==> src/rtl/clk_reset_sequencer_if.sv <==
// Lock input and staged reset/status outputs of the reset sequencer.
// The sequencer takes the master side; whatever feeds the PLL lock and consumes the resets takes the slave side.
interface clk_reset_sequencer_if;
   logic       pll_locked;
   logic       rst_core_out;
   logic       rst_video_out;
   logic       ready;
   logic       lock_timeout;
   logic [7:0] lock_loss_count;

   modport master (
      input  pll_locked,
      output rst_core_out,
      output rst_video_out,
      output ready,
      output lock_timeout,
      output lock_loss_count
   );

   modport slave (
      output pll_locked,
      input  rst_core_out,
      input  rst_video_out,
      input  ready,
      input  lock_timeout,
      input  lock_loss_count
   );
endinterface

==> src/rtl/clk_reset_sequencer.sv <==
// Synchronises PLL lock, waits for it to be stable, then releases core and video resets in order.
// Any loss of lock after release drops straight back to full reset and is counted.
module clk_reset_sequencer #(
   parameter int SYNC_STAGES  = 2,
   parameter int LOCK_STABLE  = 1024,
   parameter int STAGE_DELAY  = 16,
   parameter int LOCK_TIMEOUT = 1048576
) (
   input  logic                  clk,
   input  logic                  rst,
   clk_reset_sequencer_if.master bus
);

   localparam int STABLE_W = $clog2(LOCK_STABLE + 1);
   localparam int STAGE_W  = $clog2(STAGE_DELAY + 1);
   localparam int TMO_W    = $clog2(LOCK_TIMEOUT + 1);

   localparam logic [STABLE_W-1:0] STABLE_DONE = STABLE_W'(LOCK_STABLE);
   localparam logic [STAGE_W-1:0]  STAGE_LAST  = STAGE_W'(STAGE_DELAY - 1);
   localparam logic [TMO_W-1:0]    TMO_MAX     = TMO_W'(LOCK_TIMEOUT);

   typedef enum logic [1:0] {
      ST_WAIT_LOCK = 2'd0,
      ST_STABLE    = 2'd1,
      ST_CORE_REL  = 2'd2,
      ST_RUN       = 2'd3
   } state_t;

   state_t                r_state;
   logic [SYNC_STAGES-1:0] r_sync;
   logic [STABLE_W-1:0]   r_stable_cnt;
   logic [STAGE_W-1:0]    r_stage_cnt;
   logic [TMO_W-1:0]      r_tmo_cnt;
   logic                  r_rst_core;
   logic                  r_rst_video;
   logic                  r_ready;
   logic                  r_lock_timeout;
   logic [7:0]            r_loss_cnt;

   logic                  w_locked_s;
   logic [STABLE_W-1:0]   w_stable_inc;
   logic [TMO_W-1:0]      w_tmo_inc;
   logic                  w_tmo_hit;

   // Lock synchroniser: the only logic that ever samples pll_locked.
   always_ff @(posedge clk) begin
      if (rst) begin
         r_sync <= '0;
      end else begin
         r_sync <= {r_sync[SYNC_STAGES-2:0], bus.pll_locked};
      end
   end

   assign w_locked_s   = r_sync[SYNC_STAGES-1];
   // Stable counter is zero in WAIT_LOCK, so the first high edge lands on 1.
   assign w_stable_inc = r_stable_cnt + STABLE_W'(1);
   assign w_tmo_inc    = (r_tmo_cnt == TMO_MAX) ? r_tmo_cnt : r_tmo_cnt + TMO_W'(1);
   assign w_tmo_hit    = (w_tmo_inc == TMO_MAX);

   // Sequencer FSM with registered reset/status outputs.
   always_ff @(posedge clk) begin
      if (rst) begin
         r_state        <= ST_WAIT_LOCK;
         r_stable_cnt   <= '0;
         r_stage_cnt    <= '0;
         r_tmo_cnt      <= '0;
         r_rst_core     <= 1'b1;
         r_rst_video    <= 1'b1;
         r_ready        <= 1'b0;
         r_lock_timeout <= 1'b0;
         r_loss_cnt     <= 8'd0;
      end else begin
         case (r_state)
            ST_WAIT_LOCK, ST_STABLE: begin
               if (w_tmo_hit) begin
                  r_lock_timeout <= 1'b1;
               end
               if (!w_locked_s) begin
                  r_state      <= ST_WAIT_LOCK;
                  r_stable_cnt <= '0;
                  r_tmo_cnt    <= w_tmo_inc;
               end else if (w_stable_inc == STABLE_DONE) begin
                  r_state      <= ST_CORE_REL;
                  r_stable_cnt <= '0;
                  r_stage_cnt  <= '0;
                  r_tmo_cnt    <= '0;
                  r_rst_core   <= 1'b0;
               end else begin
                  r_state      <= ST_STABLE;
                  r_stable_cnt <= w_stable_inc;
                  r_tmo_cnt    <= w_tmo_inc;
               end
            end
            ST_CORE_REL: begin
               // Lock loss takes priority over the stage terminal count.
               if (!w_locked_s) begin
                  r_state     <= ST_WAIT_LOCK;
                  r_stage_cnt <= '0;
                  r_rst_core  <= 1'b1;
                  r_rst_video <= 1'b1;
                  r_ready     <= 1'b0;
                  r_loss_cnt  <= (r_loss_cnt == 8'd255) ? r_loss_cnt : r_loss_cnt + 8'd1;
               end else if (r_stage_cnt == STAGE_LAST) begin
                  r_state     <= ST_RUN;
                  r_stage_cnt <= '0;
                  r_rst_video <= 1'b0;
                  r_ready     <= 1'b1;
               end else begin
                  r_stage_cnt <= r_stage_cnt + STAGE_W'(1);
               end
            end
            ST_RUN: begin
               if (!w_locked_s) begin
                  r_state     <= ST_WAIT_LOCK;
                  r_rst_core  <= 1'b1;
                  r_rst_video <= 1'b1;
                  r_ready     <= 1'b0;
                  r_loss_cnt  <= (r_loss_cnt == 8'd255) ? r_loss_cnt : r_loss_cnt + 8'd1;
               end else begin
                  r_state <= ST_RUN;
               end
            end
            default: begin
               r_state      <= ST_WAIT_LOCK;
               r_stable_cnt <= '0;
               r_stage_cnt  <= '0;
               r_rst_core   <= 1'b1;
               r_rst_video  <= 1'b1;
               r_ready      <= 1'b0;
            end
         endcase
      end
   end

   assign bus.rst_core_out    = r_rst_core;
   assign bus.rst_video_out   = r_rst_video;
   assign bus.ready           = r_ready;
   assign bus.lock_timeout    = r_lock_timeout;
   assign bus.lock_loss_count = r_loss_cnt;

endmodule

==> src/flat_wrapper.sv <==
// flat-port wrapper written by rule: the top's interface ports become plain ports
module clk_reset_sequencer_flat 
#(
   parameter int SYNC_STAGES  = 2,
   parameter int LOCK_STABLE  = 1024,
   parameter int STAGE_DELAY  = 16,
   parameter int LOCK_TIMEOUT = 1048576
)
  (clk, rst, bus_pll_locked, bus_rst_core_out, bus_rst_video_out, bus_ready, bus_lock_timeout, bus_lock_loss_count);
  clk_reset_sequencer_if bus_i ();
  input  logic clk;
  input  logic rst;
  input wire logic [$bits(bus_i.pll_locked)-1:0] bus_pll_locked;
  output wire logic [$bits(bus_i.rst_core_out)-1:0] bus_rst_core_out;
  output wire logic [$bits(bus_i.rst_video_out)-1:0] bus_rst_video_out;
  output wire logic [$bits(bus_i.ready)-1:0] bus_ready;
  output wire logic [$bits(bus_i.lock_timeout)-1:0] bus_lock_timeout;
  output wire logic [$bits(bus_i.lock_loss_count)-1:0] bus_lock_loss_count;
  assign bus_i.pll_locked = bus_pll_locked;
  assign bus_rst_core_out = bus_i.rst_core_out;
  assign bus_rst_video_out = bus_i.rst_video_out;
  assign bus_ready = bus_i.ready;
  assign bus_lock_timeout = bus_i.lock_timeout;
  assign bus_lock_loss_count = bus_i.lock_loss_count;
  clk_reset_sequencer #(.SYNC_STAGES(SYNC_STAGES), .LOCK_STABLE(LOCK_STABLE), .STAGE_DELAY(STAGE_DELAY), .LOCK_TIMEOUT(LOCK_TIMEOUT)) u_core (.clk(clk), .rst(rst), .bus(bus_i));
endmodule
==> config.mk <==
export PLATFORM = sky130hd
export DESIGN_NAME = clk_reset_sequencer_flat
export DESIGN_NICKNAME = d
export VERILOG_FILES = /design/src/rtl/clk_reset_sequencer_if.sv /design/src/rtl/clk_reset_sequencer.sv /design/src/flat_wrapper.sv
export SDC_FILE = /design/constraint.sdc
export NUM_CORES = 1
export LEC_CHECK = 0
export CAP_MARGIN = 20
export CORE_ASPECT_RATIO = 0.8
export CORE_UTILIZATION = 60
export DETAILED_ROUTE_END_ITERATION = 10
export HOLD_SLACK_MARGIN = 0.1
export PLACE_DENSITY = 0.8
export REMOVE_ABC_BUFFERS = 1
export SYNTH_ARGS = -nofsm -noshare
export SYNTH_HDL_FRONTEND = slang
export SYNTH_SLANG_ARGS = --single-unit
export TNS_END_PERCENT = 10
==> constraint.sdc <==
create_clock -name clk -period 2.95 [get_ports clk]
set_clock_uncertainty 0.2 [all_clocks]
set_input_delay 0.59 -clock clk [delete_from_list [all_inputs] [get_ports clk]]
set_output_delay 0.59 -clock clk [all_outputs]
set_load 0.01 [all_outputs]
Word level (Yosys, flattened, before mapping)

Index checks and enable logic that the tools add are counted.

Flip-flop bits (word level): 53
Bits in latches: 0
Memory bits (writable): 0
Memory bits (read-only): 0
Input bits: 3
Output and inout port bits: 12
Word-level logic and storage cells: 66
Memories kept: 0

$add $sub $neg: 4
Multipliers: 0
Div/mod/pow operators: 0
Order comparisons: 0
Equality and inequality tests: 13
Shift-type cells: 0
Mux-type cells: 27
Bitwise gates (word level): 2
Reduce and logical (&&, ||, !) cells: 10

Operators by type and width:

| cell                    | count |
|---|---|
| $mux W21                | 3 |
| $eq A21 B21 Y1 const B  | 2 |
| $mux W11                | 2 |
| $add A21 B1 Y21 const B | 1 |
| $mux W5                 | 4 |
| $reduce_and A3 Y1       | 4 |
| $add A11 B1 Y11 const B | 1 |
| $eq A11 B11 Y1 const B  | 1 |
| $mux W2                 | 5 |
| $pmux W5 S2             | 1 |
| $add A8 B1 Y8 const B   | 1 |
| $eq A8 B8 Y1 const B    | 1 |
| $mux W1                 | 8 |
| $pmux W1 S2             | 3 |
| $pmux W2 S3             | 1 |
| $add A5 B1 Y5 const B   | 1 |
| $eq A5 B4 Y1 const B    | 1 |
| $eq A2 B2 Y1 const B    | 2 |
| $ne A2 B1 Y1 const B    | 2 |
| $ne A2 B2 Y1 const B    | 2 |
| $reduce_bool A2 Y1      | 2 |
| $reduce_or A2 Y1        | 2 |
| $ne A3 B3 Y1 const B    | 1 |
| $eq A2 B1 Y1 const B    | 1 |
| other kinds (3)         | 4 |

Longest topological paths before layout

Word-level depth: 5
Depth in mapped cells: 8
Gate-level depth less buffers: 7

Worst setup path after synthesis

OpenSTA, ideal clock, no wires.

Kind: flip-flop to flip-flop
Start point: register u_core.r_stable_cnt[0]
End point: register u_core.r_stage_cnt[3]
Library setup time: 0.120 ns
Arrival: 2.061 ns
Data required time: 2.630 ns
Setup slack: 0.569 ns
Stages on the path, launching flop included: 8
Buffers on the path: 0
Period minus slack after synthesis: 2.381 ns
Cells stage by stage: dfxtp_1 > ha_1 > nand3_1 > or4_4 > a221oi_4 > a31o_2 > nor2_1 > a211o_1

Cells in the longest elaborated chain, start to end: 4

RTL lines:

| what                        | line                       | RTL |
|---|---|---|
| from (decl)                 | clk_reset_sequencer.sv:31  | `logic [STABLE_W-1:0] r_stable_cnt;` |
| from (signal assigned)      | clk_reset_sequencer.sv:90  | `r_stable_cnt <= w_stable_inc;` |
| $add A11 B1 Y11             | clk_reset_sequencer.sv:56  | `assign w_stable_inc = r_stable_cnt + STABLE_W'(1);` |
| $eq A11 B11 Y1              | clk_reset_sequencer.sv:82  | `end else if (w_stable_inc == STABLE_DONE) begin` |
| $ne A2 B1 Y1 (no line)      | -                          |  |
| $reduce_and A3 Y1 (no line) | -                          |  |
| to (signal assigned)        | clk_reset_sequencer.sv:109 | `r_stage_cnt <= r_stage_cnt + STAGE_W'(1);` |
| to (decl)                   | clk_reset_sequencer.sv:32  | `logic [STAGE_W-1:0] r_stage_cnt;` |

No other way between the ends.
A chain may end at the register's enable or synchronous reset.

Worst setup path in the final report

Start point: register u_core.r_stable_cnt[0]
End point: register u_core.r_tmo_cnt[10]

Cells in the longest elaborated chain, start to end: 4

RTL lines:

| what                 | line                      | RTL |
|---|---|---|
| $add A11 B1 Y11      | clk_reset_sequencer.sv:56 |  |
| $eq A11 B11 Y1       | clk_reset_sequencer.sv:82 |  |
| $mux W21             | clk_reset_sequencer.sv:82 |  |
| $mux W21             | clk_reset_sequencer.sv:78 | `if (!w_locked_s) begin` |
| to (signal assigned) | clk_reset_sequencer.sv:81 | `r_tmo_cnt <= w_tmo_inc;` |
| to (signal assigned) | clk_reset_sequencer.sv:91 | `r_tmo_cnt <= w_tmo_inc;` |
| to (decl)            | clk_reset_sequencer.sv:33 | `logic [TMO_W-1:0] r_tmo_cnt;` |

No other way between the ends.

==> results.md <==
- The flow ran to the end, and the final reports show no timing, DRC or antenna violations.
- The largest stage delay on the critical path is 0.47 ns.
- Dividing the synthesized area by the synthesized cell count gives 7.87 um^2.
- In this run the core area contains 22 standard-cell rows.
- The data required time of the worst path is 2.95 ns.
- The starting density of the core is 63.1%.
- The antenna cell count is 0.
- The first-pass GRT wire length is 11.4 mm.
- The met3 track demand over resource is 7.89%.
- The clock tree buffer depth is 2.
- STA puts the critical path data arrival time at 2.62 ns.
- The final period demand of the worst path is 2.62 ns.
- The clock buffer count from CTS is 5.
- The count of flip-flops with a built-in enable after synthesis is 0.
- The root buffer cell chosen for the clock tree is clkbuf_8.
- The total number of vias is 2704.
- Leaving out fill and tap cells, the most frequent cells in the layout are 53 x dfxtp_1, 47 x nor2_1, 45 x nand2_1, 21 x nand3_1, 19 x o21ai_0.
- In this run the horizontal extent of the chip is 80.2 um.
- The share of post-route cells with drive strength above 1 is 6.79%.
- The biggest fanout along the worst timing path is 8.
- The number of port buffers is 14.
- The worst max-slew margin expressed relative to the limit is 52.2%.
- The design draws 1.20 mW.
- Relative to the synthesized area, the layout overhead comes to 9.59%.
- The final hold violation count is 0.
- The critical path goes through ha_1 -> nand3_1 -> or4_4 -> a221oi_4 -> a21boi_2 -> and3_1 -> a221o_1.
- The worst hold slack is 0.262 ns.
- The post-CTS setup repair buffer count is 0.
- After technology mapping, the gate count stands at 373.
- The worst path meets setup with 0.331 ns of slack.
- Setup slack on the worst reg-to-reg path comes out at 0.33 ns.
- At the later pin of the worst-skew pair, clock insertion delay measures 0.31 ns.
- Summed over all cells, the static leakage comes to 1.18 nW.
- The ratio of routed vias to standard cells is 6.10.
- The clock sink total is 53.
- In the final routed layout, each cell accounts on average for 14.8 um.
- The core outline area is 0.00465 mm^2.
- The count of hold-fix buffers inserted at cts is 0.
- For met2 alone, demand over resource in global routing was 36.8%.
- The area of placed instances is 0.00313 mm^2.
- In this run the power density over the cells is 372 mW/mm^2.
- The transition time at the pin with the least slew margin is 0.714 ns.
- For this block, the routed nets add up to 6.55 mm of wire.
- The die is 64.5 um tall.
- The post-route cell area is 0.00322 mm^2.
- The async set-reset flop share out of synthesis is 0%.
- The worst-case IR drop observed on VDD is 234 uV.
- The kind of start point of the critical path is a flip-flop.
- Synthesis inferred 53 register bits.
- Entering global routing, the biggest net connects 16 pins.
- The number of antenna-violating nets in the routed design is 0.
- Of the available clock period, the critical path in the final layout requires 88.8%.
- Setup violations remaining at the end of the flow were counted as 0.
- The clock-pin slew on the worst setup and hold paths is 0.09 ns.
- The post-detailed-placement half-perimeter wirelength is 4.87 mm.
- At the placement stage, the worst setup path has a slack of 0.354 ns.
- The CTS H-tree depth is 2.
- The number of resized instances in the post-cts repair step is 0.
- The worst path buffer plus inverter count is 0.
- The slowest stage of the critical path is the or4_4 cell.
- STA classifies the critical path endpoint as a flip-flop.
- The number of antenna violations at the first check in global routing came to 0.
- Leaving out fill and tap cells, the most frequent cell in the layout is dfxtp_1.
- The final max-slew violation count is 0.
- The sum of negative setup slack is 0 ns.
- The placer congestion estimate is 0.945.
- The worst setup path is of the flip-flop to flip-flop kind.
- TritonCTS built the clock tree.
- The peak clock frequency supported by timing is 0.382 GHz.
- The distinct cell type count of the synthesized netlist is 51.
- The via count of the first global-routing pass came to 2399.
- During I/O placement, the number of pins put on the boundary was 15.
- The part of the Yosys area used for sequential elements is 36.2%.
- The count of warnings emitted by yosys is 0.
- For this block, the initial DRC count from the detailed router was 272.
- After synthesis the cells add up to 0.00293 mm^2.
- For this run, the total global-route usage over all layers was measured as 28.0%.
- After detailed routing, the number of remaining DRC violations is 0.
- For this run the aggregate overflow at the end of global routing stands at 0.
- The routing layer with the top usage in global route is met1.
- Setup repair after global routing left no endpoint under its margin.
- The first-pass iteration count of the detailed router is 5.
- The number of max-capacitance violations reported is 0.
- The die footprint is 0.00518 mm^2.
- The met1 capacity usage during global routing is 44.2%.
- In this run the worst hold path is classified as flip-flop to flip-flop.
- The net total in the final layout is 390.
- Among all flip-flop cells after synthesis, the most frequent one is dfxtp_1.
- The family with the most delay on the worst path is compound AO/OA/AOI/OAI gates.
-- per-stage QoR --
step,cells,utilization (%)
6_report,443,69.1
5_1_grt,443,69.1
4_1_cts,443,69.1
2_1_floorplan,352,-
3_5_place_dp,435,67.3
3_3_place_gp,435,67.3
-- final cells by class --
type,count,area [um^2]
clock buffers,6,72.6
clock inverters,2,10.0
fillers,402,1440
inverters,9,33.8
multi-input cells,290,1760
flip-flops and latches,53,1060
well taps,60,75.1
repair buffers,23,208
-- worst paths after layout --
kind                                            start                                 to  cells after the start
setup / recovery  u_core.r_stable_cnt[0]$_SDFFE_PP0N_  u_core.r_tmo_cnt[10]$_SDFFE_PP0N_                      7
hold reg to reg           u_core.r_sync[0]$_SDFF_PP0_        u_core.r_sync[1]$_SDFF_PP0_                      1
setup reg to reg  u_core.r_stable_cnt[0]$_SDFFE_PP0N_  u_core.r_tmo_cnt[10]$_SDFFE_PP0N_                      7
hold / removal            u_core.r_sync[0]$_SDFF_PP0_        u_core.r_sync[1]$_SDFF_PP0_                      1
-- per-layer routing --
layer,vias to the layer above,share of wire (%),wire length (um)
li1,1366,-,-
met1,1237,52,3390
met2,97,38,2470
met3,4,9.8,643
met4,0,0.52,34
met5,-,0,0
-- cells by family (layout without fill, tap and decap cells) --
logic type / after synthesis / in the layout / synth area share, %
multiplexers: 6 / 6 / 2.13
adder cells (fa/ha/maj): 5 / 5 / 2.13
flip-flops: 53 / 53 / 36.2
buffers and inverters: 30 / 40 / 4.01
AO/OA/AOI/OAI: 73 / 73 / 17.3
XOR/XNOR: 21 / 21 / 6.27
AND/OR/NAND/NOR: 185 / 185 / 32.0
-- synth_stat cells, types with 2 or more instances --
library cell,number,area share (%)
o311ai_0,3,0.90
o211ai_1,5,1.3
ha_1,5,2.1
buf_2,4,0.68
o31ai_1,2,0.51
a21o_1,3,0.77
and2_1,5,1.1
o21a_1,4,1.0
xor2_1,11,3.3
nand3b_1,2,0.51
mux2_2,2,0.77
nand2_1,45,5.8
xnor2_1,10,3.0
and4_1,6,1.8
nor4_1,8,1.7
or3_1,5,1.1
dfxtp_1,53,36
a31o_2,2,0.60
a311o_1,2,0.68
and3_1,12,2.6
nor2b_1,5,1.1
o22ai_1,3,0.64
nor3_1,6,1.0
a31oi_1,3,0.64
nand4_1,15,3.2
nand3_1,21,3.6
clkbuf_1,17,2.2
o21ai_0,19,3.2
a21oi_1,14,2.4
nor2_1,47,6.0
inv_1,9,1.2
nand2b_1,3,0.64
mux2i_1,4,1.4
-- power by group --
| part | switching (mW) | internal [mW] |
|---|---|---|
| Combinational | 0.0333 | 0.0265 |
| Clock | 0.237 | 0.165 |
| Sequential | 0.0113 | 0.722 |
| Total | 0.281 | 0.914 |
-- state kept, by name (all words and copies together) (netlist names) --
register and count:
u_core.r_tmo_cnt 21, u_core.r_stable_cnt 11, u_core.bus.lock_loss_count 8, u_core.r_stage_cnt 5, u_core.r_state 2, u_core.r_sync 2
u_core.bus.lock_timeout 1, u_core.bus.ready 1, u_core.bus.rst_core_out 1, u_core.bus.rst_video_out 1
Note: power is estimated with default switching activity, not from simulation.
==> edit 1 (same settings) <==
`LOCK_STABLE` is set to 1024 in 2 places; all go to 2048.
--- a/src/rtl/clk_reset_sequencer.sv
+++ b/src/rtl/clk_reset_sequencer.sv
@@ -4,3 +4,3 @@
    parameter int SYNC_STAGES  = 2,
-   parameter int LOCK_STABLE  = 1024,
+   parameter int LOCK_STABLE  = 2048,
    parameter int STAGE_DELAY  = 16,
--- a/src/flat_wrapper.sv
+++ b/src/flat_wrapper.sv
@@ -4,3 +4,3 @@
    parameter int SYNC_STAGES  = 2,
-   parameter int LOCK_STABLE  = 1024,
+   parameter int LOCK_STABLE  = 2048,
    parameter int STAGE_DELAY  = 16,
Check against the original RTL: no difference found for any inputs over 10 cycles, from zero or initial values and one cycle with rst high; that may be too few to reach the edited logic, so the function may still have changed.
==> edit 1 against the unedited design <==
  * Cell area increased by 3.0%
  * Maximum frequency increased by 3.7%
  * Wire length decreased by 1.7%
  * Area after synthesis rose by 4.7%
  * Worst setup slack gained 0.095 ns
  * Sequential share of layout area fell by 0.37 points
  * Total power increased by 1.9%
  * Sequential cell count grew 1
  * Highest routed layer unchanged
==> edit 1: results (changes against the unedited design) <==
| Metric | Value |
|---|---|
| H-tree levels | 2 (unchanged) |
| Peak VDD IR | 0.281 mV (+20%) |
| Vias/cell | 6.08 (-0.42%) |
| Leakage power total | 1.15 nW (-2.0%) |
| Clock power share | 34.9% (+1.3 points) |
| Met1 wire length | 3180 um (-6.3%) |
| CP max stage delay | 0.59 ns (+0.12 ns) |
| Top_reg_cell synth | dfxtp_1 |
| Post-CTS sizing | 0 (unchanged) |
| Worst-path fanout max | 7 (-1) |
| All-Layer GR Usage | 26.2% (-1.8 points) |
| WL per Instance | 14.4 um (-2.4%) |
| Post-DP Area | 3220 um2 (+2.8%) |
| Clock Pin Slew Worst Setup and Hold Paths | 0.09 ns (about the same) |
| Status | completed |
| Final hold slack | 0.254 ns (-0.00756 ns) |
| Hold Startpoint | u_core.r_sync[0] |
| Met2 WL | 2870 um (+16%) |
| Power Internal | 943 uW (+3.2%) |
| Worst Path Arrival | 2.54 ns (-0.08 ns) |
| Register area share after synthesis | 35.2% (-0.97 points) |
| Cell area power density | 367 nW/um2 (-1.1%) |
| HPWL Detailed | 4610 um (-5.4%) |
| Slowest-stage cell, CP | a2111oi_0 |
| Largest register by flop count | u_core.r_tmo_cnt |
| Initial antenna violation count | 0 (unchanged) |
| Yosys cell types | 53 (+3.9%) |
| Drt pass-1 iters | 4 (-1) |
| Via count | 2711 (+0.26%) |
| Gate Count Post-Synth | 383 (+2.7%) |
| Worst-case reg-to-reg path depth | 6 (-1) |
| Worst Tran Pin Value | 0.607 ns (-0.107 ns) |
| Routability cong. | 0.846 (-10%) |
| Initial drt markers | 188 (-31%) |
| Synth area leaders | dfxtp_1 (35%), nor2_1 (5.6%), nand2_1 (4.9%) |
| Seq. pwr | 744 uW (+2%) |
| DR DRC count | 0 (unchanged) |
| Ys async rst share | 0% (unchanged) |
| Placed cell count | 438 (+0.69%) |
| Commonest cells post-synth | dfxtp_1 (54), nor2_1 (46), nand2_1 (40) |
| Met3 wire len | 314 um (-51%) |
| Number of global-route vias before repair | 2447 (+2.0%) |
| R2R Setup Slk | 0.43 ns (+0.09 ns) |
| Worst slack, placed | 0.534 ns (+0.180 ns) |
| Top Metal Used | met4 |
| Hold EP | u_core.r_sync[1] |
| Max clock buf depth | 2 (unchanged) |
| Largest net degree at the start of global routing | 22 (+6) |
| Crit path max-delay family | compound AO/OA/AOI/OAI gates |
| Layout cells sized above 1 | 6.99% (+0.21 points) |
| Worst reg2reg startpoint | u_core.r_tmo_cnt[2] |
| Root Buffer | clkbuf_8 |
| Nets | 393 (+0.77%) |
| First-pass GRT wire length | 11000 um (-4.0%) |
| Worst reg2reg endpoint | u_core.bus.lock_timeout |
## edit 1: cell count changes in the layout (fill, tap and decap cells not counted), moves of 5 or more
cell       change
a21oi_1        -6
nor4b_1        +5
inv_1          +5
xor2_1         +5
xnor2_1        +5
a2111oi_0      +5
nand2_1        -5
## edit 1: area by class of cell
cell class | count | area, um2
inverter | 14 | 52.6
clock inverter | 1 | 5.00
multi-input combinational | 291 | 1840
fill | 391 | 1450
tap | 60 | 75.1
clock buffer | 7 | 86.3
timing repair buffer | 19 | 178
sequential | 54 | 1080
## edit 1: worst max-delay path by stage
stage | from | to | slack [ns] | depth (start not counted)
after floorplan | u_core.r_stable_cnt[0] | u_core.r_stage_cnt[1] | 0.75 | 7
after global placement | rst | u_core.bus.lock_timeout | 0.56 | 4
after detailed placement | u_core.r_tmo_cnt[2] | u_core.bus.lock_timeout | 0.53 | 6
after CTS | u_core.r_tmo_cnt[2] | u_core.bus.lock_timeout | 0.50 | 6
after global routing | u_core.r_tmo_cnt[2] | u_core.bus.lock_timeout | 0.20 | 6
final | u_core.r_tmo_cnt[2] | u_core.bus.lock_timeout | 0.43 | 6
## edit 1: cell families (layout without fill, tap and decap cells)
group | after synthesis | count (layout) | share of synthesized area [%]
XOR/XNOR | 31 | 31 | 8.84
flip-flops | 54 | 54 | 35.2
multiplexers | 5 | 5 | 1.63
adder cells (fa/ha/maj) | 5 | 5 | 2.04
AND/OR/NAND/NOR | 187 | 187 | 32.3
AO/OA/AOI/OAI | 63 | 63 | 14.9
buffers and inverters | 38 | 41 | 5.05
## edit 1: per-layer routing
| layer | track usage (%) | vias up |
|---|---|---|
| li1 | - | 1363 |
| met1 | 34.4 | 1273 |
| met2 | 42.1 | 67 |
| met3 | 4.97 | 8 |
| met4 | 10.3 | 0 |
| met5 | 0 | - |
==> edit 2 (same flow settings) <==
Made on the original files. The 4 states of `state_t` get a one-hot encoding in 4 bits.
--- a/src/rtl/clk_reset_sequencer.sv
+++ b/src/rtl/clk_reset_sequencer.sv
@@ -21,7 +21,7 @@
 
-   typedef enum logic [1:0] {
-      ST_WAIT_LOCK = 2'd0,
-      ST_STABLE    = 2'd1,
-      ST_CORE_REL  = 2'd2,
-      ST_RUN       = 2'd3
+   typedef enum logic [3:0] {
+      ST_WAIT_LOCK = 4'b0001,
+      ST_STABLE    = 4'b0010,
+      ST_CORE_REL  = 4'b0100,
+      ST_RUN       = 4'b1000
    } state_t;
Function: no difference found for any inputs over 10 cycles, from zero or initial values and one cycle with rst high; not proved beyond that.
==> edit 2 against the unedited design <==
  * Wire length decreased by 0.55%
  * Area after synthesis up 2.3%
  * Synthesized cell count down 1.6%
  * First-iteration DRC count fell by 20%
  * Sequential cell count up 2
  * Worst setup slack lost 0.11 ns
  * Total power is 5.9% higher
  * Cell area increased by 2.1%
  * Cell count shrank 1.4%
==> edit 2: results (changes against the unedited design) <==
| Metric | Value |
|---|---|
| Status | completed |
| Worst-path fanout max | 7 (-1) |
| CP max stage delay | 0.55 ns (+0.08 ns) |
| WL final | 6510 um (-0.55%) |
| First-pass GRT wire length | 11200 um (-1.5%) |
| Avg Cell Area, Syn | 8.18 um2 (+4.0%) |
| Final hold slack | 0.241 ns (-0.0212 ns) |
| Setup crit start | u_core.r_tmo_cnt[0] |
| All-Layer GR Usage | 27.5% (-0.52 points) |
| Via count | 2707 (+0.11%) |
| Sw Share | 23.5% (-0.059 points) |
| Worst Path Arrival | 2.76 ns (+0.14 ns) |
| Crit path max-delay family | simple AND/OR/NAND/NOR gates |
| Synth area leaders | dfxtp_1 (37%), nor2_1 (6.4%), xnor2_1 (3.8%) |
| Number of global-route vias before repair | 2486 (+3.6%) |
| Worst slack, placed | 0.266 ns (-0.0885 ns) |
| Slowest-stage cell, CP | or4_1 |
| Worst setup margin | 0.221 ns (-0.110 ns) |
| Nets | 385 (-1.3%) |
| Placed cell count | 430 (-1.1%) |
| Register area share after synthesis | 36.7% (+0.50 points) |
| Worst slew margin | 57.7% (+5.4 points) |
| Commonest cells post-synth | dfxtp_1 (55), nor2_1 (51), nand2_1 (23) |
| Leakage power total | 1.28 nW (+9.1%) |
| Peak VDD IR | 0.322 mV (+38%) |
| Largest net degree at the start of global routing | 20 (+4) |
==> edit 2: cell types whose count changed in the layout (fill, tap and decap cells not counted), sizes merged, moves of 6 or more <==
cell	delta
a21o	+8
inv	+6
nor4b	+6
nand2	-22
==> edit 2: layout make-up <==
type,instances,share of cell area [%]
multi-input cells,280,54.1
flip-flops and latches,55,33.5
repair buffers,20,5.64
clock buffers,6,2.52
well taps,60,2.29
inverters,15,1.72
clock inverters,1,0.152
==> edit 2: cells by family after synthesis <==
family	Yosys count	synth area share, %
AOI/OAI and AO/OA	81	18.9
adders and majority gates	5	2.08
buffers and inverters	32	4.17
xor gates and xnor gates	26	7.58
DFF	55	36.7
and+or+nand+nor	165	29.6
muxes	3	1.04
==> edit 2: layer usage <==
metal | GRT usage, % | share of wire, % | up-vias
li1 | - | - | 1346
met1 | 38.8 | 51 | 1261
met2 | 41.2 | 41 | 89
met3 | 5.97 | 6.8 | 11
met4 | 9.15 | 1.3 | 0
met5 | 0 | 0 | -
